$ cat src/rtl/unary_alu_sequencer.sv
// Unary ALU sequencer: accepts op requests, drives an external unary ALU,
// post-processes the result and returns it with status flags.
module unary_alu_sequencer #(
  parameter int BUS_WIDTH = 8
) (
  input  logic                 i_clk,
  input  logic                 i_rst,
  input  logic                 i_req_valid,
  output logic                 o_req_ready,
  input  logic [2:0]           i_req_op,
  input  logic [BUS_WIDTH-1:0] i_req_data,
  output logic                 o_alu_z,
  output logic                 o_alu_n,
  output logic [BUS_WIDTH-1:0] o_alu_X,
  input  logic [BUS_WIDTH-1:0] i_alu_O,
  output logic                 o_rsp_valid,
  input  logic                 i_rsp_ready,
  output logic [BUS_WIDTH-1:0] o_rsp_data,
  output logic                 o_rsp_zero,
  output logic                 o_rsp_neg,
  output logic                 o_rsp_err
);

  typedef enum logic [1:0] {
    S_IDLE,
    S_DRIVE,
    S_INC,
    S_RESP
  } state_e;

  localparam logic [2:0] OP_PASS = 3'd0;
  localparam logic [2:0] OP_NOT  = 3'd1;
  localparam logic [2:0] OP_ZERO = 3'd2;
  localparam logic [2:0] OP_ONES = 3'd3;
  localparam logic [2:0] OP_NEG  = 3'd4;

  localparam logic [BUS_WIDTH-1:0] ONE =
    {{(BUS_WIDTH-1){1'b0}}, 1'b1};

  state_e               state_q, state_d;
  logic [2:0]           op_q, op_d;
  logic [BUS_WIDTH-1:0] x_q, x_d;
  logic [BUS_WIDTH-1:0] res_q, res_d;
  logic                 err_q, err_d;
  logic                 rdy_q, rdy_d;

  logic req_fire;
  logic rsp_fire;
  logic op_legal;

  assign req_fire = i_req_valid & rdy_q;
  assign rsp_fire = (state_q == S_RESP) & i_rsp_ready;
  assign op_legal = (i_req_op <= OP_NEG);

  always_ff @(posedge i_clk) begin
    if (i_rst) begin
      state_q <= S_IDLE;
      op_q    <= '0;
      x_q     <= '0;
      res_q   <= '0;
      err_q   <= 1'b0;
      rdy_q   <= 1'b0;
    end else begin
      state_q <= state_d;
      op_q    <= op_d;
      x_q     <= x_d;
      res_q   <= res_d;
      err_q   <= err_d;
      rdy_q   <= rdy_d;
    end
  end

  always_comb begin
    state_d = state_q;
    unique case (state_q)
      S_IDLE: begin
        if (req_fire) begin
          state_d = op_legal ? S_DRIVE : S_RESP;
        end
      end
      S_DRIVE: begin
        state_d = (op_q == OP_NEG) ? S_INC : S_RESP;
      end
      S_INC: begin
        state_d = S_RESP;
      end
      S_RESP: begin
        if (rsp_fire) begin
          state_d = S_IDLE;
        end
      end
      default: state_d = S_IDLE;
    endcase
  end

  // Datapath registers; ready tracks the next state so it lags reset by one cycle.
  always_comb begin
    op_d  = op_q;
    x_d   = x_q;
    res_d = res_q;
    err_d = err_q;
    rdy_d = (state_d == S_IDLE);
    if (state_q == S_IDLE && req_fire) begin
      op_d  = i_req_op;
      x_d   = i_req_data;
      res_d = '0;
      err_d = ~op_legal;
    end
    if (state_q == S_DRIVE) begin
      res_d = i_alu_O;
    end
    if (state_q == S_INC) begin
      res_d = res_q + ONE;
    end
  end

  always_comb begin
    o_req_ready = rdy_q & (state_q == S_IDLE);
    o_alu_z     = 1'b0;
    o_alu_n     = 1'b0;
    o_alu_X     = '0;
    o_rsp_valid = 1'b0;
    o_rsp_data  = '0;
    o_rsp_zero  = 1'b0;
    o_rsp_neg   = 1'b0;
    o_rsp_err   = 1'b0;
    if (state_q == S_DRIVE) begin
      o_alu_X = x_q;
      unique case (op_q)
        OP_PASS: begin o_alu_z = 1'b0; o_alu_n = 1'b0; end
        OP_NOT:  begin o_alu_z = 1'b0; o_alu_n = 1'b1; end
        OP_ZERO: begin o_alu_z = 1'b1; o_alu_n = 1'b0; end
        OP_ONES: begin o_alu_z = 1'b1; o_alu_n = 1'b1; end
        OP_NEG:  begin o_alu_z = 1'b0; o_alu_n = 1'b1; end
        default: begin o_alu_z = 1'b0; o_alu_n = 1'b0; end
      endcase
    end
    if (state_q == S_RESP) begin
      o_rsp_valid = 1'b1;
      o_rsp_data  = res_q;
      o_rsp_zero  = (res_q == '0);
      o_rsp_neg   = res_q[BUS_WIDTH-1];
      o_rsp_err   = err_q;
    end
  end

endmodule

$ cat config.mk
export PLATFORM = sky130hd
export DESIGN_NAME = unary_alu_sequencer
export DESIGN_NICKNAME = d
export VERILOG_FILES = /design/src/rtl/unary_alu_sequencer.sv
export SDC_FILE = /design/constraint.sdc
export NUM_CORES = 1
export LEC_CHECK = 0
export CORE_UTILIZATION = 49
export CTS_BUF_LIST = sky130_fd_sc_hd__clkbuf_4 sky130_fd_sc_hd__clkbuf_8
export CTS_CLUSTER_SIZE = 25
export DETAILED_ROUTE_END_ITERATION = 8
export HOLD_SLACK_MARGIN = 0.08
export PLACE_DENSITY = 0.85
export SETUP_SLACK_MARGIN = 0.5
export SYNTH_ARGS = -nofsm -noshare
export SYNTH_HDL_FRONTEND = slang
export SYNTH_SLANG_ARGS = --single-unit
$ cat constraint.sdc
create_clock -name i_clk -period 3.5 [get_ports i_clk]
set_input_delay 0.7 -clock i_clk [delete_from_list [all_inputs] [get_ports i_clk]]
set_output_delay 0.7 -clock i_clk [all_outputs]
set_load 0.02 [all_outputs]
# Word-level counts from Yosys, hierarchy flattened
# Index checks and enable logic that the tools add are counted.
# classes
addsub	1
mux	18
n_reduce_logical	7
eq_ne	7
bitwise_logic	4
magnitude_cmp	1
# ops
operator	n
2-to-1 mux 8 bit	5
2-to-1 mux 1 bit	9
adder 8 x 1 -> 8 bit (second input constant)	1
zero test 8 bit	1
case mux 2 bit (4 select lines)	1
equality test 3 x 2 -> 1 bit (second input constant)	2
2-to-1 mux 2 bit	3
equality test 2 bit (second input constant)	2
zero test 2 bit	2
AND 1 bit	3
equality test 3 x 1 -> 1 bit (second input constant)	1
equality test 3 bit (second input constant)	1
<= comparator 3 bit (second input constant)	1
nonzero test 3 bit	1
OR reduction 3 bit	1
equality test 2 x 1 -> 1 bit (second input constant)	1
OR reduction 2 bit	1
logical AND 1 bit	1
inverter 1 bit	1
# word_totals
output_inout_bits	23
word_cells	44
ff_bits	23
in_bits	23

# Longest topological paths before layout
# logic_depth
depth_word	5
ltp_mapped	6
mapped_depth_nobuf	5

# Worst setup path before layout
# No wires, ideal clock.
# synth_timing
path_type	reg-to-output
startpoint	register state_q[0]
endpoint	output port o_rsp_zero
path_stages_with_launch	6
required_time_ns	2.800
path_buffers	1
t_arrival_ns	1.537
path_slack_ns	1.263
path_cell_list	dfxtp_1 buf_4 nand2_1 inv_1 nand2_1 nor4_1
# synth_via
elab_chain_len	2
# synth_rtl
element	line_no	source
start, declared	40	state_e state_q, state_d;
start signal, assigned	64	state_q <= state_d;
equality test 2 bit	138	if (state_q == S_RESP) begin
2-to-1 mux 1 bit	138	
end, declared	19	output logic o_rsp_zero,
# No other way between the ends.

# Worst setup path after layout
# layout_timing
startpoint	register state_q[0]
endpoint	output port o_alu_X[0]
# layout_via
elab_chain_len	2
# layout_rtl
element	line_no	source
equality test 2 x 1 -> 1 bit	127	if (state_q == S_DRIVE) begin
2-to-1 mux 8 bit	127	
end, declared	14	output logic [BUS_WIDTH-1:0] o_alu_X,
# No other way between the ends.

==> impl_results.md <==
- Run status: finished clean
- Worst slack at placement: roughly 0.74 ns
- EDFF count, synth: 0
- Post-synth ARST share: 0
- Total wirelength of the detailed-routed design: 3340 um
- Post-Synthesis Net Count: 189
- Ys flop type: dfxtp_1
- Post-CTS setup buffers: 0
- Syn-to-layout area delta: 37.6%
- Leakage power: between 0.6 and 0.7 nW
- Depth of the worst register-to-register path: 4
- Starting Density: 0.514
- FF-to-FF End: op_q[2]
- Layout cell share with drive strength beyond 1: 0.0588
- Worst vdd rail ir drop: between 200 and 300 uV
- Gpl congestion: approximately 0.91
- Count of nets after finishing: 230
- Total negative setup slack: 0 ns
- Overall track demand over capacity in global routing: 0.252
- Longest Clk Path Bufs: 2
- Total number of H-tree levels: 1
- Remaining antenna violation count: 0
- Cell depth of the worst min-delay path: 2
- Via count of the first global-routing pass: 1101
- Area of the mapped netlist: roughly 1300 um^2
- Family with the most delay on the worst path: buffers and inverters
- Power Dens Cells: between 300 and 400 nW/um^2
- Global routing usage on met2: 0.390
- Largest net degree at the start of global routing: 24
- Iteration-0 DRC Markers: 40
- RSZ-0062 raised after global routing: no
- Fillers: about 210
- Die outline height: approximately 53 um
- Origin of the worst min-delay path: x_q[3]
- Clock skew after layout: between 0.006 and 0.007 ns
- Worst rel slew slack: 0.482
- Sum of buffers and inverters on the critical path: 1
- Worst min path class: register to register
- Arrival time at the worst endpoint: just over 2 ns
- Gate Count Post-Synth: 164
- TritonCTS clock tree: yes
- Vias per cell: 5.48
- Clk Tree Root Cell: clkbuf_4
- Routed len/inst: approximately 14 um
- Critical Path, Cell by Cell: and2b_1, and2_1, clkdlybuf4s50_1
- Final setup violation count: 0
- Final Hold Viols: 0
- Hold buffers post-CTS: 0
- First-pass iteration count of the detailed router: 4
- Fraction of the core area covered by cells at the end of the flow: 0.707
- Worst R2R Setup Slack: ~2 ns
- Register area share after synthesis: 0.365
- Port-buffer cells: 45
- Antenna violations before repair: 0
- Overflow left after global routing: 0
- Floorplan die area: between 2000 and 3000 um^2
- Wire length of the first global-routing pass: around 5000 um
- FF-to-FF Start: rdy_q
- Clock latency on the worst-skew pair: between 0.3 and 0.4 ns
- Busiest metal layer after global routing: met2
- Core box area: around 2500 um^2
- Final max-slew violation count: 0
- Count of unresolved DRC violations after routing: 0
- Number of different library cells in the post-synthesis netlist: 43
- Met3 track demand over resource in global routing: 0.0435
- Antenna diodes: 0
- Horizontal extent of the die: 52.8 um
- Final period util: 0.787
- # IOs: 46
- Synthesis-stage register bit count: 23
- Element type at the critical path end: primary output
- Delay contributed by the slowest stage of the critical path: about 0.61 ns
- Hold worst-path end: x_q[3]
- Cts bufs inserted: 3
- Met1 Usage GRT: 0.353
- Least-Margin Pin Slew: slightly below 0.8 ns
- FP Rows: 18
- Smallest setup slack after layout: 0.747 ns
- Class of the most critical setup path: register to primary output
- Clk sink count: 23
- Largest fanout of any net on the critical path: 20
- Synthesis Warnings: 0
- Timing-limited maximum frequency: 363 MHz
- Required time reported for the critical path endpoint: 2.80 ns
- Detailed placement HPWL: 2430 um
- Clock slew at the register clock pins of the worst setup and hold paths: between 0.1 and 0.15 ns
- Mean area per synthesized cell: a little under 8 um^2
- Slowest-stage cell, CP: clkdlybuf4s50_1
- Max Cap Violations: 0
- Element type at the critical path start: register
- Vias post-DR: 1283
- Clock period minus final worst setup slack: 2.75 ns
cells in the final DEF (no fill, tap or decap), drive strengths merged:
master	instances
a221oi	3
nand2b	1
buf	1
a211oi	2
o21a	1
o221ai	1
nor3b	1
a22oi	3
a31oi	3
clkdlybuf4s50	44
dlymetal6s2s	1
o41ai	1
nor3	4
clkbuf	4
nand2	33
nor4	1
xnor2	3
mux2i	1
nor4b	1
o31ai	1
a31o	1
a211o	1
o22ai	1
and2	9
nor2	11
o21bai	2
ha	2
and2b	2
nor2b	1
o21ai	2
and3	7
a311oi	1
nand4	1
dfxtp	23
a222oi	1
nand3	5
inv	5
a21oi	19
per-stage QoR:
step                total power, mW  instance area (um^2)  std cells  hold slack, ns
floorplan                     0.468                  1260        164           0.432
CTS                           0.668                  1730        234           0.462
detailed placement            0.537                  1700        230           0.444
global placement              0.535                  1700        230           0.438
finish                        0.667                  1740        234           0.463
global route                  0.711                  1740        234           0.475
report_power, final:
group | leakage (nW) | internal [mW] | total [mW] | switching [mW]
logic | 0.421 | 0.0921 | 0.197 | 0.105
clock network | 0.0184 | 0.0522 | 0.130 | 0.0783
registers | 0.188 | 0.291 | 0.339 | 0.0485
Yosys cell counts, types with 2 or more instances:
library cell  instances  area share
a211oi_1              2       0.012
a21oi_1              18       0.071
a221oi_1              2       0.014
a22oi_1               3       0.018
a31oi_1               3       0.015
and2_1                9       0.045
and3_1                7       0.035
buf_2                 3       0.012
buf_4                 4       0.024
clkbuf_1              3      0.0089
dfxtp_1              23        0.36
ha_1                  2       0.020
inv_1                 5       0.015
nand2_1              33       0.098
nand3_1               4       0.016
nor2_1               11       0.033
nor3_1                3       0.012
o21bai_1              2       0.012
xnor2_1               3       0.021
state kept, by name, summed over array words and instances, names as in the netlist:
signal,flops
state_q,2
op_q,3
res_q,8
err_q,1
rdy_q,1
x_q,8
layer usage:
layer / up-vias / part of all wire
met5: - / 0
met4: 0 / 0.0036
met3: 2 / 0.042
met2: 35 / 0.46
met1: 588 / 0.49
li1: 658 / -
worst min-delay path, cell delays in order (launching register included):
cell	delay, ns
dfxtp_1	0.33
nand2_1	0.05
a21oi_1	0.05
kinds of logic (layout without fill, tap and decap cells):
group / after synthesis / after routing / synth area share
xor gates and xnor gates: 3 / 3 / 0.0208
AOI/OAI and AO/OA: 43 / 43 / 0.228
muxes: 1 / 1 / 0.00793
buffers and inverters: 15 / 55 / 0.0595
adders and majority gates: 2 / 2 / 0.0198
and+or+nand+nor: 77 / 77 / 0.299
DFF: 23 / 23 / 0.365
layout make-up:
cell class / instances / area (um^2) / area share
Clock buffer: 4 / 30.0 / 0.0173
Sequential cell: 23 / 463 / 0.267
Inverter: 5 / 18.8 / 0.0108
Timing Repair Buffer: 46 / 460 / 0.265
Multi-Input combinational cell: 126 / 727 / 0.419
Tap cell: 30 / 37.5 / 0.0216
worst max-delay path by stage:
stage               startpoint    endpoint  cells past startpoint
finish              state_q[0]  o_alu_X[0]                      3
global route        state_q[0]  o_alu_X[0]                      3
CTS                 state_q[0]  o_rsp_zero                      5
detailed placement  state_q[0]  o_rsp_zero                      5
global placement    state_q[0]  o_rsp_zero                      5
floorplan           state_q[0]  o_rsp_zero                      5
timing repair:
| action | in CTS | in global routing |
|---|---|---|
| pin swaps | 0 | 0 |
| gates resized for setup | 2 | 1 |
| setup endpoints to repair | 1 | 1 |
No activity file was read; power rests on OpenSTA's default activity.
